`config.mk`:
```
export PLATFORM = sky130hd
export DESIGN_NAME = icap_multiboot_ctrl
export DESIGN_NICKNAME = d
export VERILOG_FILES = /design/src/rtl/icap_mb_pkg.sv /design/src/rtl/icap_byte_swap.sv /design/src/rtl/icap_multiboot_ctrl.sv
export SDC_FILE = /design/constraint.sdc
export NUM_CORES = 1
export LEC_CHECK = 0
export CAP_MARGIN = 20
export CORE_ASPECT_RATIO = 1.75
export CORE_UTILIZATION = 40
export CTS_CLUSTER_SIZE = 20
export DETAILED_ROUTE_END_ITERATION = 8
export GPL_ROUTABILITY_DRIVEN = 0
export GPL_TIMING_DRIVEN = 0
export PLACE_DENSITY = 0.72
export SKIP_LAST_GASP = 1
export SYNTH_ARGS = -nofsm -noshare
export SYNTH_HDL_FRONTEND = slang
export SYNTH_HIERARCHICAL = 1
export SYNTH_SLANG_ARGS = --single-unit
```
`constraint.sdc`:
```
create_clock -name i_fastclk -period 2.55 [get_ports i_fastclk]
set_clock_uncertainty 0.2 [all_clocks]
set_input_delay 0.255 -clock i_fastclk [delete_from_list [all_inputs] [get_ports i_fastclk]]
set_output_delay 0.255 -clock i_fastclk [all_outputs]
set_load 0.1 [all_outputs]
```
`src/rtl/icap_mb_pkg.sv`:
```
// Shared constants, state encoding and IPROG word lookup for the ICAP MultiBoot controller.
package icap_mb_pkg;

    localparam int unsigned ICAP_W = 16;
    localparam int unsigned ADDR_W = 24;
    localparam int unsigned WIDX_W = 5;
    localparam int unsigned DLY_W  = 8;

    localparam logic [ICAP_W-1:0] ICAP_DUMMY = 16'hFFFF;
    localparam logic [ICAP_W-1:0] SYNC_H     = 16'hAA99;
    localparam logic [ICAP_W-1:0] SYNC_L     = 16'h5566;
    localparam logic [ICAP_W-1:0] GEN1_WR    = 16'h3261;
    localparam logic [ICAP_W-1:0] GEN2_WR    = 16'h3281;
    localparam logic [ICAP_W-1:0] CMD_WR     = 16'h30A1;
    localparam logic [ICAP_W-1:0] CMD_IPROG  = 16'h000E;
    localparam logic [ICAP_W-1:0] ICAP_NOOP  = 16'h2000;

    // Index of the first NOOP word; everything from here on is NOOP
    localparam int unsigned FIRST_NOOP_IDX = 9;

    typedef enum logic [1:0] {
        ST_HOLD = 2'd0,
        ST_IDLE = 2'd1,
        ST_SEQ  = 2'd2,
        ST_DONE = 2'd3
    } mb_state_e;

    typedef struct packed {
        logic              ce_n;
        logic              wr_n;
        logic [ICAP_W-1:0] din;
    } icap_bus_t;

    // Pre-swap IPROG word for a given sequence index
    function automatic logic [ICAP_W-1:0] seq_word(
        input logic [WIDX_W-1:0] idx,
        input logic [ADDR_W-1:0] addr,
        input logic [7:0]        opcode
    );
        logic [ICAP_W-1:0] w;
        case (idx)
            WIDX_W'(0): w = ICAP_DUMMY;
            WIDX_W'(1): w = SYNC_H;
            WIDX_W'(2): w = SYNC_L;
            WIDX_W'(3): w = GEN1_WR;
            WIDX_W'(4): w = addr[15:0];
            WIDX_W'(5): w = GEN2_WR;
            WIDX_W'(6): w = {opcode, addr[23:16]};
            WIDX_W'(7): w = CMD_WR;
            WIDX_W'(8): w = CMD_IPROG;
            default:    w = ICAP_NOOP;
        endcase
        return w;
    endfunction

endpackage

```
`src/rtl/icap_byte_swap.sv`:
```
// Per-byte bit reversal mapping logical configuration words onto the ICAP I-bus bit order.
module icap_byte_swap
    import icap_mb_pkg::*;
(
    input  logic [ICAP_W-1:0] i_word,
    output logic [ICAP_W-1:0] o_word_c
);

    always_comb begin
        o_word_c = '0;
        for (int b = 0; b < 2; b++) begin
            for (int i = 0; i < 8; i++) begin
                o_word_c[b*8 + i] = i_word[b*8 + 7 - i];
            end
        end
    end

endmodule

```
`src/rtl/icap_multiboot_ctrl.sv`:
```
// Spartan-6 ICAP MultiBoot controller: accepts a slot request, computes the warm-boot
// address and streams the IPROG sequence into ICAP with hold-off and BUSY stall.
module icap_multiboot_ctrl
    import icap_mb_pkg::*;
#(
    parameter int unsigned       NUM_SLOTS   = 8,
    parameter int unsigned       SLOT_W      = 3,
    parameter logic [ADDR_W-1:0] BASE_ADDR   = 24'h000000,
    parameter logic [ADDR_W-1:0] SLOT_STRIDE = 24'h054000,
    parameter logic [7:0]        SPI_OPCODE  = 8'h03,
    parameter int unsigned       NOOP_COUNT  = 4,
    parameter int unsigned       START_DELAY = 15
) (
    input  logic              i_fastclk,
    input  logic              i_rst,
    input  logic              i_req,
    input  logic [SLOT_W-1:0] i_slot,
    output logic              o_ack,
    output logic              o_err,
    output logic              o_busy,
    input  logic              i_icap_busy,
    output logic              o_icap_ce_n,
    output logic              o_icap_wr_n,
    output logic [ICAP_W-1:0] o_icap_din
);

    localparam logic [WIDX_W-1:0] LAST_IDX  = WIDX_W'(FIRST_NOOP_IDX + NOOP_COUNT - 1);
    localparam logic [DLY_W-1:0]  HOLD_LAST = DLY_W'(START_DELAY - 1);

    mb_state_e         r_state;
    logic [DLY_W-1:0]  r_dly;
    logic [WIDX_W-1:0] r_widx;
    logic [ADDR_W-1:0] r_addr;
    logic              r_ack;
    logic              r_err;
    logic              r_busy;
    icap_bus_t         r_icap;

    mb_state_e         w_state_d;
    logic [DLY_W-1:0]  w_dly_d;
    logic [WIDX_W-1:0] w_widx_d;
    logic [ADDR_W-1:0] w_addr_d;
    logic              w_ack_d;
    logic              w_err_d;
    logic              w_busy_d;
    logic              w_ce_n_d;
    logic              w_wr_n_d;
    logic [ICAP_W-1:0] w_word;
    logic [ICAP_W-1:0] w_word_sw;
    icap_bus_t         w_bus_d;
    logic              w_slot_ok;
    logic [ADDR_W-1:0] w_addr_calc;

    assign w_slot_ok   = (32'(i_slot) < NUM_SLOTS);
    // Constant-stride multiply-add, wraps modulo 2^24
    assign w_addr_calc = BASE_ADDR + ADDR_W'(i_slot) * SLOT_STRIDE;

    always_comb begin
        w_state_d = r_state;
        w_dly_d   = r_dly;
        w_widx_d  = r_widx;
        w_addr_d  = r_addr;
        w_ack_d   = 1'b0;
        w_err_d   = 1'b0;
        w_ce_n_d  = 1'b1;
        w_wr_n_d  = 1'b1;
        w_word    = ICAP_DUMMY;

        case (r_state)
            ST_HOLD: begin
                if (r_dly == HOLD_LAST) begin
                    w_state_d = ST_IDLE;
                end else begin
                    w_dly_d = r_dly + DLY_W'(1);
                end
            end
            ST_IDLE: begin
                if (i_req) begin
                    w_ack_d = 1'b1;
                    if (w_slot_ok) begin
                        w_addr_d  = w_addr_calc;
                        w_widx_d  = '0;
                        w_state_d = ST_SEQ;
                    end else begin
                        w_err_d = 1'b1;
                    end
                end
            end
            ST_SEQ: begin
                w_word   = seq_word(r_widx, r_addr, SPI_OPCODE);
                w_ce_n_d = 1'b0;
                w_wr_n_d = 1'b0;
                // ICAP BUSY freezes the index so the same word is re-presented
                if (!i_icap_busy) begin
                    if (r_widx == LAST_IDX) begin
                        w_state_d = ST_DONE;
                    end else begin
                        w_widx_d = r_widx + WIDX_W'(1);
                    end
                end
            end
            ST_DONE: begin
                w_state_d = ST_DONE;
            end
            default: begin
                w_state_d = ST_HOLD;
            end
        endcase

        w_busy_d = (w_state_d != ST_IDLE);
    end

    icap_byte_swap u_swap (
        .i_word   (w_word),
        .o_word_c (w_word_sw)
    );

    assign w_bus_d = '{ce_n: w_ce_n_d, wr_n: w_wr_n_d, din: w_word_sw};

    always_ff @(posedge i_fastclk) begin
        if (i_rst) begin
            r_state <= ST_HOLD;
            r_dly   <= '0;
            r_widx  <= '0;
            r_addr  <= '0;
            r_ack   <= 1'b0;
            r_err   <= 1'b0;
            r_busy  <= 1'b1;
            r_icap  <= '{ce_n: 1'b1, wr_n: 1'b1, din: ICAP_DUMMY};
        end else begin
            r_state <= w_state_d;
            r_dly   <= w_dly_d;
            r_widx  <= w_widx_d;
            r_addr  <= w_addr_d;
            r_ack   <= w_ack_d;
            r_err   <= w_err_d;
            r_busy  <= w_busy_d;
            r_icap  <= w_bus_d;
        end
    end

    assign o_ack       = r_ack;
    assign o_err       = r_err;
    assign o_busy      = r_busy;
    assign o_icap_ce_n = r_icap.ce_n;
    assign o_icap_wr_n = r_icap.wr_n;
    assign o_icap_din  = r_icap.din;

endmodule

```
==> flow_metrics.env, run 1 <==
export IMPL_r2r_start="r_widx[0]$_SDFFE_PP0P_"
export IMPL_cts_root_buf="clkbuf_8"
export IMPL_initial_core_util=0.4234
export IMPL_yosys_most_used_dff="dfxtp_1"
export IMPL_wl_um=4303
export IMPL_worstMarginPinSlew_ns=0.9698
export IMPL_netlist_area_um2=2143
export IMPL_yosysUniqueCellTypes=46
export IMPL_wire_per_inst_um=12.77
export IMPL_worstHoldPathCells=2
export IMPL_area_growth_pct=20.61
export IMPL_r2r_slack_ns=0.28
export IMPL_diodes=0
export IMPL_crit_type="register to output pin"
export IMPL_vdd_ir_drop_max_v=0.0003764
export IMPL_htree_levels=2
export IMPL_die_h_um=98.84
export IMPL_die_w_um=57.34
export IMPL_synth_simple_area_share=0.2382
export IMPL_setup_viol=0
export IMPL_drt_initial_drc_count=27
export IMPL_grtUsageTotal=0.1556
export IMPL_cts_setup_buffers=0
export IMPL_cts_tree="yes"
export IMPL_ios=28
export IMPL_layout_drive_gt1_share=0.1837
export IMPL_gr_usage_met2=0.3195
export IMPL_violations="design-rule violations"
export IMPL_portBuffers=26
export IMPL_use_met3=0.02362
export IMPL_ctsHoldBuffers=0
export IMPL_grt_pass1_vias=1602
export IMPL_synth_top_family_by_area="simple AND/OR/NAND/NOR gates"
export IMPL_path_clk_slew_ns=0.09
export IMPL_hp_start="r_addr[15]$_SDFFE_PP0P_"
export IMPL_drc=6
export IMPL_nets=299
export IMPL_status="complete, but fails checks"
export IMPL_ys_seq_area_frac=0.3923
export IMPL_yosys_warnings=6
export IMPL_leakage_nw=0.9478
export IMPL_worstHoldPathType="register to register"
export IMPL_grt_pass1_wl_um=6962
export IMPL_finalMaxSlewViolations=0
export IMPL_crit_fanout=2
export IMPL_clk_latency_ns=0.30
export IMPL_place_inst=329
export IMPL_grt_max_degree=15
export IMPL_power_density_nw_per_um2=492.7
export IMPL_r2r_end="o_icap_din[10]$_SDFF_PP1_"
export IMPL_final_fill_count=484
export IMPL_clock_sinks=42
export IMPL_yosys_mux_area_fraction=0.01459
export IMPL_fin_setup_tns_ns=0
export IMPL_min_delay_worst_endpoint="r_addr[15]$_SDFFE_PP0P_"
export IMPL_ff2ff_path_depth=8
export IMPL_post_drt_via_cell_ratio=5.282
export IMPL_ys_async_sr_fraction=0
export IMPL_fin_crit_ns=2.295
export IMPL_gr_total_overflow=0
export IMPL_setup_worst_path_end_class="output pin"
export IMPL_synth_avg_cell_area_um2=8.608
export IMPL_synth_net_count=266
export IMPL_place_hpwl_um=3226
export IMPL_relSlewSlack=0.3515
export IMPL_rows=34
export IMPL_ctsResizeCount=0
export IMPL_coreArea_um2=5062
export IMPL_drv_cap=0
export IMPL_antenna_left=0
export IMPL_dieArea_um2=5667
export IMPL_clock_tree_buffer_depth=2
export IMPL_met1_usage=0.1471
export IMPL_fmax_ghz=0.4358
export IMPL_arrival_ns=1.84
export IMPL_antenna_found_initial=0
export IMPL_synth_edff_count=0
export IMPL_synth_compound_area_frac=0.1751
export IMPL_synth_fa_ha_area_frac=0.05838
export IMPL_period_share=0.8998
export IMPL_synth_cells=249
export IMPL_finalHoldViolCount=0
export IMPL_fin_cells=337
export IMPL_ys_seq_elements=42
export IMPL_cp_required_ns=2.10
export IMPL_vias=1780
export IMPL_cts_buffers=5
export IMPL_synth_xor_area_frac=0.004086
export IMPL_dr_pass1_iters=6
export IMPL_top_usage_layer="met2"
export IMPL_cp_start_kind="register"
export IMPL_rsz0062_at_grt="no"
-- sequential cells by signal, summed over array words and instances (netlist names) --
name / flops
o_busy: 1
r_dly: 8
o_icap_din: 16
o_ack: 1
r_state: 2
o_icap_wr_n: 1
r_widx: 5
r_addr: 8
-- placed cells by master (no fill, tap or decap), types with 2 or more instances in the layout --
master and count:
a211oi_1 4, a211oi_2 2, a21o_1 2, a21oi_1 16, a31oi_1 3, buf_2 2
buf_4 18, clkbuf_1 12, clkbuf_8 5, clkdlybuf4s50_1 26, clkinvlp_4 2, dfxtp_1 42
ha_1 10, inv_1 11, mux2i_1 2, nand2_1 22, nand2b_1 2, nand3_1 9
nand3b_1 2, nor2_1 12, nor2b_1 3, nor3_1 3, nor4bb_1 4, o21ai_0 18
o311a_1 2, o31ai_1 4, or2_2 17, or3_1 4, or4_1 3
-- worst max path at each step --
| stage | slack (ns) | from | cells past startpoint | to |
|---|---|---|---|---|
| final | 0.26 | o_icap_wr_n$_SDFF_PP1_ | 2 | o_icap_wr_n |
| after global routing | 0.16 | r_widx[0]$_SDFFE_PP0P_ | 8 | o_icap_din[14]$_SDFF_PP1_ |
| after CTS | 0.24 | o_icap_wr_n$_SDFF_PP1_ | 2 | o_icap_wr_n |
| after detailed placement | 0.32 | r_state[1]$_SDFF_PP0_ | 6 | o_icap_din[15]$_SDFF_PP1_ |
| after global placement | 0.34 | r_state[1]$_SDFF_PP0_ | 6 | o_icap_din[11]$_SDFF_PP1_ |
| after floorplan | 0.55 | r_dly[0]$_SDFFE_PP0P_ | 6 | r_dly[0]$_SDFFE_PP0P_ |
-- cell type report --
| cell class | count | area, um2 | area share |
|---|---|---|---|
| repair buffers | 26 | 260.3 | 0.1007 |
| plain buffers | 34 | 206.4 | 0.07986 |
| multi-input cells | 162 | 1055 | 0.4080 |
| clock inverters | 3 | 45.04 | 0.01742 |
| inverters | 11 | 41.29 | 0.01597 |
| flip-flops and latches | 42 | 840.8 | 0.3253 |
| well taps | 54 | 67.56 | 0.02614 |
| clock buffers | 5 | 68.82 | 0.02662 |
-- cell usage after synthesis (2+ instances only) --
master / n / share of area
nand3b_1: 2 / 0.0070
nand2b_1: 2 / 0.0058
a21oi_1: 16 / 0.037
buf_4: 18 / 0.063
nor4bb_1: 4 / 0.019
a31oi_1: 3 / 0.0088
nand3_1: 9 / 0.021
or2_2: 17 / 0.050
ha_1: 10 / 0.058
a211oi_1: 4 / 0.014
a211oi_2: 2 / 0.012
nor2b_1: 3 / 0.0088
o311a_1: 2 / 0.0093
nor3_1: 3 / 0.0070
clkbuf_1: 12 / 0.021
a21o_1: 2 / 0.0070
o21ai_0: 18 / 0.042
or3_1: 4 / 0.012
or4_1: 3 / 0.011
dfxtp_1: 42 / 0.39
nand2_1: 22 / 0.039
mux2i_1: 2 / 0.0093
inv_1: 11 / 0.019
nor2_1: 12 / 0.021
buf_2: 2 / 0.0047
o31ai_1: 4 / 0.014
-- through the flow --
stage	hold WS, ns	worst slack (ns)	area (um2)	power, mW	utilization
global placement	0.2442	0.3403	2471	0.7509	0.4881
floorplan	0.1910	0.5524	2143	0.7273	-
CTS	0.2651	0.2395	2585	1.286	0.5106
finish	0.2625	0.2555	2585	1.274	0.5106
detailed placement	0.2528	0.3242	2471	0.7520	0.4881
global route	0.2856	0.1580	2585	1.311	0.5106
-- routing by layer --
layer  part of all wire  vias up  wire length, um
met2               0.59       31             2551
met1               0.37      834             1612
met3              0.020        4               86
li1                   -      911                -
met4              0.012        0               53
met5                  0        -                0
-- power by group --
part / total (mW) / leakage (nW) / internal, mW / switching (mW)
Clock: 0.538 / 0.0504 / 0.291 / 0.246
Combinational: 0.0698 / 0.558 / 0.0306 / 0.0392
Sequential: 0.666 / 0.340 / 0.659 / 0.00701
-- cells by family (layout without fill, tap and decap cells) --
logic type	count (synthesis)	in the layout
AO/OA/AOI/OAI	57	57
XOR/XNOR	1	1
adder cells (fa/ha/maj)	10	10
buffers and inverters	45	79
flip-flops	42	42
multiplexers	3	3
other	1	1
AND/OR/NAND/NOR	90	90
-- worst max-delay path, cell delays in order (launching register included) --
cell             delay [ns]
dfxtp_1                0.33
buf_4                  0.10
clkdlybuf4s50_1        1.11
No activity file was read; power rests on OpenSTA's default activity.
==> run 2, diff against run 1 <==
--- a/config.mk
+++ b/config.mk
@@ -6,7 +6,6 @@
 export NUM_CORES = 1
 export LEC_CHECK = 0
 export CAP_MARGIN = 20
-export CORE_ASPECT_RATIO = 1.75
 export CORE_UTILIZATION = 40
 export CTS_CLUSTER_SIZE = 20
 export DETAILED_ROUTE_END_ITERATION = 8
==> run 2 against run 1 <==
  * The flow now finishes without violations
  * Cell count up 4.7%
  * Sequential power about the same
  * Core utilization shrank 0.84 points
  * Maximum frequency decreased by 0.38%
  * Setup slack got worse by 0.0087 ns
  * Via count down 2.4%
  * Critical path type unchanged
==> flow_metrics.env, run 2 (synthesized netlist as in run 1, its figures left out) <==
export IMPL_design_area_um2=2581
export IMPL_final_core_util=0.5022
export IMPL_wire_per_inst_um=11.33
export IMPL_worstHoldPathCells=2
export IMPL_post_drt_via_cell_ratio=4.924
export IMPL_largest_register_ff_count=16
export IMPL_grtUsageTotal=0.1587
export IMPL_r2r_end="o_icap_din[14]$_SDFF_PP1_"
export IMPL_clock_tree_buffer_depth=2
export IMPL_dr_pass1_iters=4
export IMPL_die_w_um=75.20
export IMPL_crit_chain="buf_4, clkdlybuf4s50_1"
export IMPL_crit_fanout=2
export IMPL_r2r_slack_ns=0.34
export IMPL_dieArea_um2=5655
export IMPL_hp_start="r_addr[16]$_SDFFE_PP0P_"
export IMPL_diodes=0
export IMPL_setup_viol=0
export IMPL_grt_max_degree=15
export IMPL_clkPwrFrac=0.371
export IMPL_critPathBufInv=2
export IMPL_cp_start_kind="register"
export IMPL_gr_total_overflow=0
export IMPL_worstHoldPathType="register to register"
export IMPL_grt_pass1_vias=1506
export IMPL_fmax_ghz=0.4342
export IMPL_portBuffers=26
export IMPL_ctsResizeCount=0
export IMPL_layout_drive_gt1_share=0.1837
export IMPL_rsz0062_at_grt="no"
export IMPL_area_growth_pct=20.43
export IMPL_setup_worst_path_end_class="output pin"
export IMPL_htree_levels=2
export IMPL_path_clk_slew_ns=0.08
export IMPL_fin_setup_tns_ns=0
export IMPL_fin_crit_ns=2.303
export IMPL_leakage_nw=0.9415
export IMPL_cts_root_buf="clkbuf_8"
export IMPL_clk_latency_ns=0.30
export IMPL_finalMaxSlewViolations=0
export IMPL_nets=299
export IMPL_cts_setup_buffers=0
export IMPL_grt_pass1_wl_um=6782
export IMPL_power_internal_mw=0.8821
export IMPL_antenna_left=0
export IMPL_worstMarginPinSlew_ns=0.9666
export IMPL_vias=1738
export IMPL_total_power_mw=1.168
export IMPL_r2r_start="r_widx[0]$_SDFFE_PP0P_"
export IMPL_cts_tree="yes"
export IMPL_status="finished clean"
export IMPL_power_density_nw_per_um2=452.5
export IMPL_drc=0
export IMPL_mostFrequentLayoutCell="dfxtp_1"
export IMPL_initial_core_util=0.4170
export IMPL_critPathTopFamily="buffers and inverters"
export IMPL_rows=26
export IMPL_post_dp_cell_area_um2=2491
export IMPL_crit_slowest_cell="clkdlybuf4s50_1"
export IMPL_drv_cap=0
export IMPL_power_frac_seq=0.570
export IMPL_cp_slowest_stage_delay_ns=1.11
export IMPL_cp_required_ns=2.10
export IMPL_vdd_ir_drop_max_v=0.0003410
export IMPL_cts_buffers=5
export IMPL_ff2ff_path_depth=8
export IMPL_crit_type="register to output pin"
export IMPL_wl_um=4000
export IMPL_die_h_um=75.20
export IMPL_finalHoldViolCount=0
export IMPL_combPwrFrac=0.059
export IMPL_swShare=0.2448
export IMPL_place_hpwl_um=2935
export IMPL_layout_common_cells="dfxtp_1, clkdlybuf4s50_1, nand2_1"
export IMPL_min_delay_worst_endpoint="r_addr[16]$_SDFFE_PP0P_"
export IMPL_drt_initial_drc_count=93
export IMPL_arrival_ns=1.85
export IMPL_coreArea_um2=5140
export IMPL_antenna_found_initial=0
export IMPL_relSlewSlack=0.3536
export IMPL_ctsHoldBuffers=0
export IMPL_period_share=0.9033
export IMPL_p_sw_mw=0.2860
export IMPL_ios=28
export IMPL_clock_sinks=42
==> run 2: layer usage <==
| layer | vias to the layer above | track usage | share of wire |
|---|---|---|---|
| met3 | 6 | 0.05221 | 0.035 |
| li1 | 913 | - | - |
| met1 | 794 | 0.1809 | 0.46 |
| met2 | 25 | 0.2843 | 0.49 |
| met5 | - | 0 | 0 |
| met4 | 0 | 0.04321 | 0.012 |
==> run 2: final cells by class <==
type | count | area, um2
Clock inverter | 3 | 21.27
Clock buffer | 5 | 68.82
Timing Repair Buffer | 26 | 260.3
Tap cell | 70 | 87.58
Multi-Input combinational cell | 162 | 1055
Sequential cell | 42 | 840.8
Fill cell | 543 | 2559
Buffer | 34 | 206.4
Inverter | 11 | 41.29
==> run 2: power by group through the flow <==
stage          combinational (mW)  sequential [mW]  clock (mW)
4_1_cts                    0.0700            0.666       0.446
3_3_place_gp               0.0684            0.681           0
3_5_place_dp               0.0699            0.681           0
2_1_floorplan              0.0476            0.680           0
5_1_grt                    0.0764            0.667       0.479
6_report                   0.0692            0.666       0.433
==> run 2: worst reg2reg max path, stage by stage (launching register included) <==
cell	delay, ns
dfxtp_1	0.40
inv_1	0.10
ha_1	0.20
clkbuf_1	0.20
nor2b_1	0.21
nor4bb_1	0.29
o21ai_0	0.11
buf_4	0.15
or2_2	0.25
==> run 2: how the worst max path moves through the flow <==
stage	from	to	slack, ns	cells after the start
2_1_floorplan	r_dly[0]$_SDFFE_PP0P_	r_dly[0]$_SDFFE_PP0P_	0.55	6
3_3_place_gp	r_widx[0]$_SDFFE_PP0P_	o_icap_din[14]$_SDFF_PP1_	0.38	8
3_5_place_dp	r_widx[0]$_SDFFE_PP0P_	o_icap_din[14]$_SDFF_PP1_	0.36	8
4_1_cts	o_icap_wr_n$_SDFF_PP1_	o_icap_wr_n	0.23	2
5_1_grt	r_state[1]$_SDFF_PP0_	o_icap_din[11]$_SDFF_PP1_	0.17	6
6_report	o_icap_wr_n$_SDFF_PP1_	o_icap_wr_n	0.25	2
==> run 2: per-stage QoR <==
step / worst slack [ns] / hold WS [ns] / instances
global route: 0.1672 / 0.2742 / 353
finish: 0.2467 / 0.2633 / 353
floorplan: 0.5524 / 0.1910 / 249
global placement: 0.3774 / 0.2501 / 345
detailed placement: 0.3609 / 0.2536 / 345
CTS: 0.2293 / 0.2662 / 353
==> run 3, diff against run 2 <==
--- a/config.mk
+++ b/config.mk
@@ -5,6 +5,7 @@
 export SDC_FILE = /design/constraint.sdc
 export NUM_CORES = 1
 export LEC_CHECK = 0
+export ABC_AREA = 0
 export CAP_MARGIN = 20
 export CORE_UTILIZATION = 40
 export CTS_CLUSTER_SIZE = 20
==> results of run 3 <==
The final DEF is identical to that of run 2; final timing and power are the same.
